--- src/rtl/portfolio_valuator.sv ---
// Portfolio valuator: holds a signed fixed-point weight vector and values each
// accepted price snapshot as sum(weight[i] * price[i]) using one shared
// multiplier (one product per cycle), then rounds and saturates the result.
module portfolio_valuator #(
    parameter int unsigned WIDTH    = 16,
    parameter int unsigned FRAC     = 8,
    parameter int unsigned N_STOCKS = 3
) (
    input  logic                         clk,
    input  logic                         rst,
    input  logic                         load_weights,
    input  logic [N_STOCKS*WIDTH-1:0]    weights,
    output logic                         weights_loaded,
    input  logic                         price_valid,
    input  logic [N_STOCKS*WIDTH-1:0]    prices,
    output logic                         price_ready,
    output logic                         value_valid,
    output logic [WIDTH-1:0]             value,
    input  logic                         value_ready,
    output logic                         overflow
);

    // Accumulator is wide enough that N_STOCKS full-precision products never wrap.
    localparam int unsigned ACC_W = 2 * WIDTH + $clog2(N_STOCKS) + 1;
    localparam int unsigned IDX_W = (N_STOCKS > 1) ? $clog2(N_STOCKS) : 1;
    localparam logic [IDX_W-1:0] LAST_IDX = IDX_W'(N_STOCKS - 1);

    // Rounding constant 2^(FRAC-1); FRAC is assumed to be at least 1.
    localparam logic signed [ACC_W-1:0] HALF = {{(ACC_W-1){1'b0}}, 1'b1} << (FRAC - 1);
    localparam logic signed [ACC_W-1:0] SAT_MAX = {{(ACC_W-WIDTH+1){1'b0}}, {(WIDTH-1){1'b1}}};
    localparam logic signed [ACC_W-1:0] SAT_MIN = {{(ACC_W-WIDTH+1){1'b1}}, {(WIDTH-1){1'b0}}};

    typedef enum logic [1:0] {StIdle, StMac, StRound, StOut} state_e;

    state_e                   state_q;
    logic signed [WIDTH-1:0]  weight_q [N_STOCKS];
    logic signed [WIDTH-1:0]  price_q  [N_STOCKS];
    logic signed [ACC_W-1:0]  acc_q;
    logic [IDX_W-1:0]         idx_q;

    logic signed [2*WIDTH-1:0] product;
    logic signed [ACC_W-1:0]   product_ext;
    logic signed [ACC_W-1:0]   rounded;
    logic [WIDTH-1:0]          value_d;
    logic                      overflow_d;

    // A pending weight load wins over a price handshake in the same cycle.
    assign price_ready = (state_q == StIdle) && weights_loaded && !load_weights;

    // Shared multiplier, sign extension into the accumulator, and round/saturate.
    always_comb begin
        product     = weight_q[idx_q] * price_q[idx_q];
        product_ext = {{(ACC_W-2*WIDTH){product[2*WIDTH-1]}}, product};
        rounded     = (acc_q + HALF) >>> FRAC;
        value_d     = rounded[WIDTH-1:0];
        overflow_d  = 1'b0;
        if (rounded > SAT_MAX) begin
            value_d    = {1'b0, {(WIDTH-1){1'b1}}};
            overflow_d = 1'b1;
        end else if (rounded < SAT_MIN) begin
            value_d    = {1'b1, {(WIDTH-1){1'b0}}};
            overflow_d = 1'b1;
        end
    end

    // Control FSM with registered outputs; reset discards any in-flight snapshot.
    always_ff @(posedge clk) begin
        if (rst) begin
            state_q        <= StIdle;
            acc_q          <= '0;
            idx_q          <= '0;
            weights_loaded <= 1'b0;
            value_valid    <= 1'b0;
            value          <= '0;
            overflow       <= 1'b0;
            for (int i = 0; i < N_STOCKS; i++) begin
                weight_q[i] <= '0;
                price_q[i]  <= '0;
            end
        end else begin
            unique case (state_q)
                StIdle: begin
                    if (load_weights) begin
                        for (int i = 0; i < N_STOCKS; i++) begin
                            weight_q[i] <= weights[i*WIDTH +: WIDTH];
                        end
                        weights_loaded <= 1'b1;
                    end else if (price_valid && price_ready) begin
                        for (int i = 0; i < N_STOCKS; i++) begin
                            price_q[i] <= prices[i*WIDTH +: WIDTH];
                        end
                        acc_q   <= '0;
                        idx_q   <= '0;
                        state_q <= StMac;
                    end
                end
                StMac: begin
                    acc_q <= acc_q + product_ext;
                    if (idx_q == LAST_IDX) begin
                        state_q <= StRound;
                    end else begin
                        idx_q <= idx_q + 1'b1;
                    end
                end
                StRound: begin
                    value       <= value_d;
                    overflow    <= overflow_d;
                    value_valid <= 1'b1;
                    state_q     <= StOut;
                end
                StOut: begin
                    if (value_ready) begin
                        value_valid <= 1'b0;
                        state_q     <= StIdle;
                    end
                end
                default: state_q <= StIdle;
            endcase
        end
    end

endmodule

--- config.mk ---
export PLATFORM = sky130hd
export DESIGN_NAME = portfolio_valuator
export DESIGN_NICKNAME = d
export VERILOG_FILES = /design/src/rtl/portfolio_valuator.sv
export SDC_FILE = /design/constraint.sdc
export NUM_CORES = 1
export LEC_CHECK = 0
export ABC_CLOCK_PERIOD_IN_PS = 8100
export CAP_MARGIN = 10
export CORE_MARGIN = 4
export CORE_UTILIZATION = 55
export CTS_CLUSTER_SIZE = 30
export DETAILED_ROUTE_END_ITERATION = 6
export PLACE_DENSITY = 0.75
export SLEW_MARGIN = 40
export SYNTH_ARGS = -nofsm -noshare
export SYNTH_HDL_FRONTEND = slang
export SYNTH_SLANG_ARGS = --single-unit
--- constraint.sdc ---
create_clock -name clk -period 8.1 [get_ports clk]
set_clock_uncertainty 0.15 [all_clocks]
set_input_delay 1.62 -clock clk [delete_from_list [all_inputs] [get_ports clk]]
set_output_delay 1.62 -clock clk [all_outputs]
set_load 0.005 [all_outputs]
==> flow_summary_export.csv, run 1 <==
group,metric,value,unit
route,routed_wl,45.7,mm
global_routing,antenna_found_initial,0,
yosys,synth_cells,1887,
yosys,netlist_area,0.0182,mm2
yosys,synth_enable_flop_cells,96,
floorplanning,core.rowCount,66,
floorplanning,core-area,0.0326,mm2
yosys,netlist.area_leader.share,34.1,%
route,routedWlPerCell,18.6,um
timing,tightest_slew,819,ps
route,viasPerCell,5.41,
placement,hpwl,37.3,mm
route,route.detailed.drc,0,
cts,numCtsBuffers,17,
floorplanning,die_x,190,um
floorplanning,die-area,0.0361,mm2
cts,ctsResizeCount,0,
setup_path,end_kind,"flop",
yosys,synth_area_leaders,"fa_1 (34%), edfxtp_1 (16%), inv_1 (7.9%)",
layout,layout_common_cells,"inv_1 (384), fa_1 (309), nor2_1 (193), nand2_1 (187), clkdlybuf4s50_1 (120)",
route,wl_met2,23.4,mm
timing,setup_viol,0,
yosys,seq_area_frac_synth,22.4,%
cts,cts_tree,"built",
route,m1WireLength,17.9,mm
timing,setup_ws,376,ps
yosys,yosysTopAreaCell,"fa_1",
timing,fmax,0.129,GHz
layout,fillCellCount,2718,
floorplanning,initial_utilization,55.9,%
yosys,async_flop_share,0,%
layout,syn2layout_area_growth,13.4,%
yosys,synth_cell_types,64,
timing,slew_viol_final,0,
timing,min_period,7720,ps
global_routing,grt_overflow,0,
worst_hold_path,hold_path.class,"flop to flop",
cts,htreeDepth,4,
cts,cts_setup_buffers,0,
cts,cts_hold_buf,0,
setup_path,critPathLaunchType,"flop",
route,top_layer,"met4",
route,first_pass_iters,6,
global_routing,grt_pass1_vias,14600,
cts,cts.sinks,156,
layout,drive_gt1_share,5.00,%
yosys,synth_fp_nets,2408,
yosys,synthFlopType,"edfxtp_1",
global_routing,grt_first_pass_wirelength,75.6,mm
timing,post-route-period-util,95.4,%
layout,layout_commonest_cell,"inv_1",
layout,final_nets,2527,
floorplanning,io_pins,121,
route,drt_iter0_drc,983,
cts,path_clk_slew,80,ps
setup_path,crit_type,"flop to flop",
setup_path,cp.arrival,7890,ps
timing,hold_viol_final,0,
cts,clk_latency,450,ps
setup_path,required,8270,ps
route,vias,13300,
yosys,synth_area_per_cell,9.66,um2
yosys,ys_ff_latch,156,
floorplanning,die_y,190,um
cts,cts_buffer_depth,2,
global_routing,grt_usage,26.8,%
setup_path,cp_max_fo,14,
yosys,yosysWarnings,0,
placement,pre_cts_slack,343,ps
cts,root_buffer,"clkbuf_16",
timing,slew-limit-headroom,45.1,%
job,cap_violations,0,
route,wl_met3,2.85,mm
global_routing,grt_max_degree,49,
route,ant_nets,0,
placement,gp_congestion,0.928,
status,outcome,"complete, no violations",
placement,port_buffers,120,
-- cell usage after synthesis, types with 3 or more instances --
cell type,n
nand4_1,7
buf_1,4
and2_1,105
a31oi_1,3
nor2b_1,5
o31ai_1,4
o21ai_0,31
nor2_1,195
a211oi_1,8
o22ai_2,3
inv_1,384
a32oi_1,3
or3_1,7
dfxtp_1,60
o21a_1,23
xnor2_1,37
nand2b_1,9
edfxtp_1,96
or2_2,7
a21oi_1,41
and3_1,9
o22ai_1,6
fa_1,310
buf_2,4
a22oi_1,21
nand2_1,187
o21ai_1,20
o21bai_1,7
a21o_1,12
xor2_1,18
clkbuf_1,50
nand3_1,15
ha_1,110
nor3_1,10
mux2i_1,38
o211ai_1,4
-- per-layer routing --
metal | track usage, % | vias to the layer above
li1 | - | 6123
met1 | 34.3 | 6698
met2 | 46.5 | 379
met3 | 4.24 | 103
met4 | 9.91 | 0
met5 | 0 | -
-- flip-flops by register name, summed over array words and instances, names as in the netlist, named ones only --
register        cells
state_q             2
value_valid         1
idx_q               2
weights_loaded      1
weight_q           48
overflow            1
price_q            48
value              16
acc_q              35
-- worst max-delay path: stages (launching register included) --
cell	delay (ps)
dfxtp_2	580
buf_4	350
mux2i_1	340
o21a_1	510
nor2_1	120
fa_1	530
inv_1	60
fa_1	550
fa_1	440
fa_1	490
inv_1	60
fa_1	530
inv_1	60
fa_1	530
inv_1	50
ha_1	360
a21oi_1	230
o21bai_1	80
a21oi_1	210
o211ai_1	270
a2111oi_1	650
o31ai_1	190
xnor2_1	170
o21ai_0	90
-- path summary, 6_finish.rpt --
path,from,end,slack (ps),depth (start not counted)
setup reg to reg,flop,acc_q[26],380,23
setup / recovery,flop,acc_q[26],380,23
hold / removal,weights_loaded,weights_loaded,320,2
hold reg to reg,weights_loaded,weights_loaded,320,2
-- final cells by class --
| class | instances | area, um2 | share of cell area, % |
|---|---|---|---|
| Antenna cell | 1 | 2.50 | 0.0121 |
| Clock buffer | 18 | 429 | 2.08 |
| Clock inverter | 13 | 131 | 0.636 |
| Inverter | 384 | 1440 | 6.98 |
| Multi-Input combinational cell | 1288 | 12500 | 60.5 |
| Sequential cell | 156 | 4090 | 19.8 |
| Tap cell | 442 | 553 | 2.68 |
| Timing Repair Buffer | 159 | 1510 | 7.29 |
-- cell families after synthesis --
logic type | share of synthesized area [%]
buffers and inverters | 9.19
XOR/XNOR | 2.64
AO/OA/AOI/OAI | 7.32
flip-flops | 22.4
AND/OR/NAND/NOR | 14.7
multiplexers | 2.09
adder cells (fa/ha/maj) | 41.6
-- through the flow --
stage	cells	instance area, um2	hold slack [ps]	setup TNS (ps)	utilization (%)
after floorplan	1887	18200	301	0	-
after global placement	2429	20100	300	0	61.5
after detailed placement	2429	20100	311	0	61.6
after CTS	2460	20600	320	0	63.3
after global routing	2460	20700	336	-16.1	63.3
final	2461	20700	317	0	63.3
Power of run 1 is not shown: default switching activity piles up to over one toggle a cycle in this logic, so the estimate is an artifact.
==> run 2, diff against run 1 <==
--- a/config.mk
+++ b/config.mk
@@ -12,6 +12,7 @@
 export CTS_CLUSTER_SIZE = 30
 export DETAILED_ROUTE_END_ITERATION = 6
 export PLACE_DENSITY = 0.75
+export SETUP_SLACK_MARGIN = 0.5
 export SLEW_MARGIN = 40
 export SYNTH_ARGS = -nofsm -noshare
 export SYNTH_HDL_FRONTEND = slang
==> flow_summary_export.csv, run 2 (synthesized netlist as in run 1, its figures left out) <==
group,metric,value,unit
timing,tightest_slew,775,ps
placement,hpwl,37.3,mm
timing,fmax,0.134,GHz
cts,cts_tree,"built",
cts,path_clk_slew,60,ps
cts,root_buffer,"clkbuf_16",
setup_path,ff2ff_path_depth,22,
layout,drive_gt1_share,6.17,%
status,outcome,"complete, no violations",
setup_path,cp.arrival,7680,ps
placement,gp_congestion,0.928,
global_routing,grt_overflow,0,
setup_path,critPathLaunchType,"flop",
timing,setup_viol,0,
route,routed_wl,46.0,mm
route,route.detailed.drc,0,
cts,numCtsBuffers,17,
floorplanning,io_pins,121,
floorplanning,core.rowCount,66,
floorplanning,die_x,190,um
setup_path,crit_slowest_cell,"fa_1",
global_routing,grt_usage,26.9,%
layout,syn2layout_area_growth,14.0,%
layout,layout_commonest_cell,"inv_1",
placement,port_buffers,120,
global_routing,antenna_found_initial,0,
timing,min_period,7450,ps
route,vias,13400,
timing,tns,0,ps
timing,post-route-period-util,92.0,%
route,drt_iter0_drc,905,
global_routing,grt_first_pass_wirelength,75.8,mm
setup_path,critPathMaxStageDelay,540,ps
setup_path,cp_max_fo,14,
layout,final_nets,2534,
cts,cts_buffer_depth,2,
cts,cts.sinks,156,
route,routedWlPerCell,18.7,um
cts,cts_hold_buf,0,
global_routing,grt_pass1_vias,14700,
timing,slew_viol_final,0,
global_routing,grt_max_degree,49,
layout,layout_common_cells,"inv_1 (384), fa_1 (308), nor2_1 (193), nand2_1 (187), clkdlybuf4s50_1 (120)",
layout,reg.largest.list,"price_q x48, weight_q x48, acc_q x35",
route,ant_nets,0,
setup_path,crit_type,"flop to flop",
route,first_pass_iters,5,
floorplanning,core-area,0.0326,mm2
setup_path,end_kind,"flop",
job,cap_violations,0,
timing,slew-limit-headroom,48.3,%
route,viasPerCell,5.44,
floorplanning,die_y,190,um
setup_path,required,8330,ps
cts,clk_latency,460,ps
setup_path,cp_common_cell,"fa_1",
floorplanning,initial_utilization,55.9,%
worst_hold_path,hold_path.class,"flop to flop",
timing,hold_viol_final,0,
cts,htreeDepth,4,
worst_hold_path,worstHoldPathCells,2,
timing,rsz0062_at_grt,"no",
setup_path,crit_chain,"buf_6 > mux2i_1 > o21a_1 > nor2_1 > fa_1 > inv_1 > fa_1 > inv_1 > ha_1 > fa_1 > fa_1 > inv_1 > fa_1 > inv_1 > ha_1 > a211o_1 > o31ai_1 > o211ai_1 > a32oi_2 > a31oi_2 > or3_1 > nand3_1",
floorplanning,die-area,0.0361,mm2
[run 2: cell count changes in the layout (fill, tap and decap cells not counted), sizes merged]
cell and change:
buf +7
[run 2: routing by layer]
layer / GRT usage [%] / up-vias / wire length (um)
met5: 0 / - / 0
met4: 10.3 / 0 / 1810
met3: 4.22 / 118 / 2310
met2: 46.4 / 358 / 23300
met1: 34.4 / 6827 / 18600
li1: - / 6131 / -
[run 2: path summary, 6_finish.rpt]
kind	from	endpoint	slack [ps]
worst max register to register	flop	acc_q[32]	650
worst min-delay path	weights_loaded	weights_loaded	320
worst min register to register	weights_loaded	weights_loaded	320
worst max-delay path	flop	acc_q[32]	650
[run 2: layout make-up]
cell class | instances | area [um2]
tap | 442 | 553
antenna | 1 | 2.50
multi-input combinational | 1288 | 12600
sequential | 156 | 4090
clock inverter | 13 | 131
fill | 2710 | 11800
timing repair buffer | 166 | 1570
inverter | 384 | 1440
clock buffer | 18 | 429
[run 2: metrics by stage]
stage | hold WS, ps | setup WS (ps) | instances | util, % | area (um2)
global route | 336 | 456 | 2467 | 63.7 | 20800
global placement | 300 | 466 | 2429 | 61.5 | 20100
floorplan | 301 | 711 | 1887 | - | 18200
finish | 317 | 650 | 2468 | 63.7 | 20800
CTS | 320 | 483 | 2460 | 63.4 | 20700
detailed placement | 311 | 343 | 2429 | 61.6 | 20100
[run 2: repair_timing]
action                     CTS  global route
setup endpoints to repair    4            14
resized for setup           11            14
pin swaps                    0             3
hold endpoints to repair     0             0
buffers inserted             0             7
[run 2: critical path, delay by kind of cell, from the launching register on]
family                     cells  cell delay [ps]
adders and majority gates      7             3180
muxes                          1              320
buffers and inverters          5              480
AOI/OAI and AO/OA              6             2170
DFF                            1              500
and+or+nand+nor                3              570
Power of run 2 is left out for the same reason.
==> run 3, diff against run 2 <==
--- a/config.mk
+++ b/config.mk
@@ -13,7 +13,8 @@
 export DETAILED_ROUTE_END_ITERATION = 6
 export PLACE_DENSITY = 0.75
 export SETUP_SLACK_MARGIN = 0.5
-export SLEW_MARGIN = 40
+export SLEW_MARGIN = 20
 export SYNTH_ARGS = -nofsm -noshare
 export SYNTH_HDL_FRONTEND = slang
 export SYNTH_SLANG_ARGS = --single-unit
+export TNS_END_PERCENT = 1
==> flow_summary_export.csv, run 3 (synthesized netlist as in run 1, its figures left out) <==
group,metric,value,unit
floorplanning,io_pins,121,
cts,numCtsBuffers,17,
global_routing,grt_overflow,0,
global_routing,grt_pass1_vias,14700,
global_routing,grt_usage,27.0,%
timing,setup_viol,0,
timing,post-route-period-util,90.9,%
route,drt_iter0_drc,842,
setup_path,crit_slowest_cell,"fa_1",
timing,tns,0,ps
floorplanning,core-area,0.0326,mm2
layout,final_nets,2534,
timing,slew-limit-headroom,48.6,%
floorplanning,die_x,190,um
cts,cts_hold_buf,0,
route,routed_wl,45.9,mm
global_routing,grt_first_pass_wirelength,75.8,mm
timing,fmax,0.136,GHz
route,routedWlPerCell,18.6,um
setup_path,crit_type,"flop to flop",
route,first_pass_iters,7,
setup_path,crit_chain,"buf_6 > mux2i_1 > o21a_1 > nor2_1 > fa_1 > inv_1 > fa_1 > inv_1 > ha_1 > fa_1 > fa_1 > inv_1 > fa_1 > inv_1 > ha_1 > a211o_1 > o31ai_1 > o211ai_1 > a32oi_2 > a31oi_1 > or3_1 > nand3_1",
layout,diodes,0,
timing,rsz0062_at_grt,"no",
cts,cts.sinks,156,
cts,cts_tree,"built",
layout,final_cells,2468,
layout,reg.largest.list,"price_q x48, weight_q x48, acc_q x35",
layout,layout_commonest_cell,"inv_1",
global_routing,grt_max_degree,49,
placement,hpwl,37.4,mm
job,cap_violations,0,
placement,port_buffers,120,
timing,tightest_slew,771,ps
placement,dp_cells,2429,
route,vias,13400,
setup_path,critPathMaxStageDelay,550,ps
cts,cts_buffer_depth,2,
layout,syn2layout_area_growth,14.0,%
global_routing,antenna_found_initial,0,
placement,gp_congestion,0.928,
floorplanning,die_y,190,um
setup_path,end_kind,"flop",
setup_path,cp_top_family,"adder cells",
layout,drive_gt1_share,6.07,%
setup_path,cp_common_cell,"fa_1",
setup_path,cp.arrival,7600,ps
setup_path,cp_max_fo,14,
layout,layout_common_cells,"inv_1 (384), fa_1 (308), nor2_1 (193), nand2_1 (187), clkdlybuf4s50_1 (120)",
route,viasPerCell,5.43,
floorplanning,die-area,0.0361,mm2
setup_path,required,8330,ps
worst_hold_path,hold_path.class,"flop to flop",
route,route.detailed.drc,0,
timing,slew_viol_final,0,
cts,clk_latency,450,ps
timing,min_period,7370,ps
setup_path,crit_buf_inv,5,
route,ant_nets,0,
floorplanning,initial_utilization,55.9,%
floorplanning,core.rowCount,66,
cts,htreeDepth,4,
cts,root_buffer,"clkbuf_16",
status,outcome,"complete, no violations",
cts,path_clk_slew,80,ps
setup_path,critPathLaunchType,"flop",
timing,hold_viol_final,0,
-- run 3: cell types whose count changed in the layout (fill, tap and decap cells not counted), sizes merged --
cell      change
clkinv        +2
clkinvlp      -1
diode         -1
-- run 3: path summary, 6_finish.rpt --
path	startpoint	slack, ps	cells after the start	to
setup / recovery	flop	730	22	acc_q[32]
hold / removal	weights_loaded	320	2	weights_loaded
setup reg to reg	flop	730	22	acc_q[32]
hold reg to reg	weights_loaded	320	2	weights_loaded
-- run 3: routing by layer --
layer	routed length, um	track usage [%]	vias up
met3	2590	5.08	107
met5	0	0	-
met4	1880	11.2	0
met2	23100	45.9	377
met1	18300	34.3	6786
li1	-	-	6122
-- run 3: worst min-delay path: stages, from the launching register on --
cell and delay [ps]:
dfxtp_1 330, inv_1 50, a21oi_1 50
-- run 3: repair_timing --
| action | in CTS | in global routing |
|---|---|---|
| endpoints found under the hold margin | 0 | 0 |
| resized for setup | 14 | 12 |
| endpoints found under the setup margin | 6 | 14 |
| setup buffers | 0 | 7 |
| pin swaps | 0 | 2 |
-- run 3: final cells by class --
| class | instances | area, um2 |
|---|---|---|
| timing repair buffer | 166 | 1580 |
| inverter | 384 | 1440 |
| fill | 2722 | 11800 |
| tap | 442 | 553 |
| sequential | 156 | 4090 |
| clock inverter | 14 | 133 |
| multi-input combinational | 1288 | 12500 |
| clock buffer | 18 | 429 |
-- run 3: stage by stage --
stage	setup slack [ps]	utilization [%]	hold WS, ps	instance area [um2]
4_1_cts	484	63.3	322	20700
6_report	733	63.7	323	20800
3_5_place_dp	316	61.5	311	20100
2_1_floorplan	711	-	301	18200
5_1_grt	508	63.7	339	20800
3_3_place_gp	466	61.5	300	20100
Power of run 3 is left out for the same reason.
==> patch, RTL diff (config.mk and constraints of run 3) <==
Change the parameter `WIDTH` from 16 to 20.
--- a/src/rtl/portfolio_valuator.sv
+++ b/src/rtl/portfolio_valuator.sv
@@ -2,7 +2,7 @@
 // accepted price snapshot as sum(weight[i] * price[i]) using one shared
 // multiplier (one product per cycle), then rounds and saturates the result.
 module portfolio_valuator #(
-    parameter int unsigned WIDTH    = 16,
+    parameter int unsigned WIDTH    = 20,
     parameter int unsigned FRAC     = 8,
     parameter int unsigned N_STOCKS = 3
 ) (
Ports: changed (resized prices, value and weights); port bits go from 121 to 149. No check against the original RTL was run, so the function may have changed too.
==> patch against run 3 <==
Core utilization is 2.4 points higher. Setup slack worse by 0.46 ns. Sequential cell count is 36 higher. Wire length is 63% higher. Synthesized area is 45% higher. Final area is 49% higher.
Power is left out: the tool's default activity adds up to more than one toggle a clock period on the data nets, which glitch-free logic cannot reach.
==> patch: results <==
[global_routing]
grt_max_degree = 61
met1_usage = 0.3911
grt_util_met3 = 0.04881
grt_pass1_vias = 22030
grt_use_total = 0.3024
grt_pass1_wl_mm = 117.9
met2_usage = 0.5173

[layout]
fillers = 3825
drive_above_1_share = 0.1086
reg_top3 = "price_q (60), weight_q (60), acc_q (43)"
nets = 3866

[placement]
place_congestion = 0.9756
numPortBuffers = 148
dpl.hpwl_mm = 63.16

[logic_synthesis]
synth-edff-count = 120
yosysSeqAreaShare = 0.1915
synth_top_area_share = 0.3739
ys_types = 68
ys_top_cells_by_area = "fa_1 (37%), edfxtp_1 (14%), inv_1 (9.9%)"
yosys-top-cells-count = "inv_1 (698), fa_1 (492), nand2_1 (327)"
synthesis.nets = 3606

[clocking]
ctsLongestPathBuffers = 2
clk_pin_slew_ns = 0.09
insertion_delay_ns = 0.50

[drt]
first_iter_violations = 1358
vias = 20180

[worst_setup_path]
rr_worst_depth = 27
cpPeakStageDelay_ns = 0.57
crit_arrival_ns = 8.07

[timing]
finalCritPeriodShare = 0.9664
tightest_slew_ns = 0.9734

[status]
status = "finished, final reports clean"
==> patch: final cells by class <==
type	count	area share
clock buffer	17	0.01371
multi-input combinational	1850	0.6040
sequential	192	0.1629
inverter	698	0.08483
tap	607	0.02448
clock inverter	15	0.006938
timing repair buffer	350	0.1032
==> patch: repair_timing <==
action | CTS | global route
endpoints found under the setup margin | 25 | 27
pin swaps | 47 | 9
resized for setup | 87 | 9
cloned | 2 | 0
setup buffers | 30 | 1
==> patch: tightest hold or removal path, cell delays in order, from the launching register on <==
cell and delay [ns]:
dfxtp_1 0.34, inv_1 0.05, a21oi_1 0.05
==> patch: per-layer routing <==
layer / vias up / share of wire
met2: 665 / 0.51
met4: 0 / 0.041
met5: - / 0
li1: 9166 / -
met3: 154 / 0.064
met1: 10200 / 0.38
==> patch: worst paths after layout <==
| path | to | from | slack [ns] |
|---|---|---|---|
| max | acc_q[21] | flop | 0.27 |
| min | weights_loaded | weights_loaded | 0.33 |
| max reg2reg | acc_q[21] | flop | 0.27 |
| min reg2reg | weights_loaded | weights_loaded | 0.33 |
==> patch: per-stage QoR <==
stage / utilization / cell area, um2 / std cells / worst slack (ns)
finish: 0.6607 / 31020 / 3729 / 0.2725
global route: 0.6607 / 31020 / 3729 / 0.01677
CTS: 0.6596 / 30970 / 3728 / 0.3229
detailed placement: 0.6318 / 29670 / 3664 / 0.03594
global placement: 0.6318 / 29670 / 3664 / 0.1013
floorplan: - / 26490 / 2849 / 0.4700
==> patch: logic make-up (layout without fill, tap and decap cells) <==
kind of cell               count (synthesis)  in the layout  share of synthesized area
DFF                                      192            192                     0.1915
and+or+nand+nor                          827            827                     0.1436
xor gates and xnor gates                  66             66                    0.02195
buffers and inverters                    808           1080                     0.1159
muxes                                     47             47                    0.01786
adders and majority gates                632            632                     0.4405
AOI/OAI and AO/OA                        277            278                    0.06869
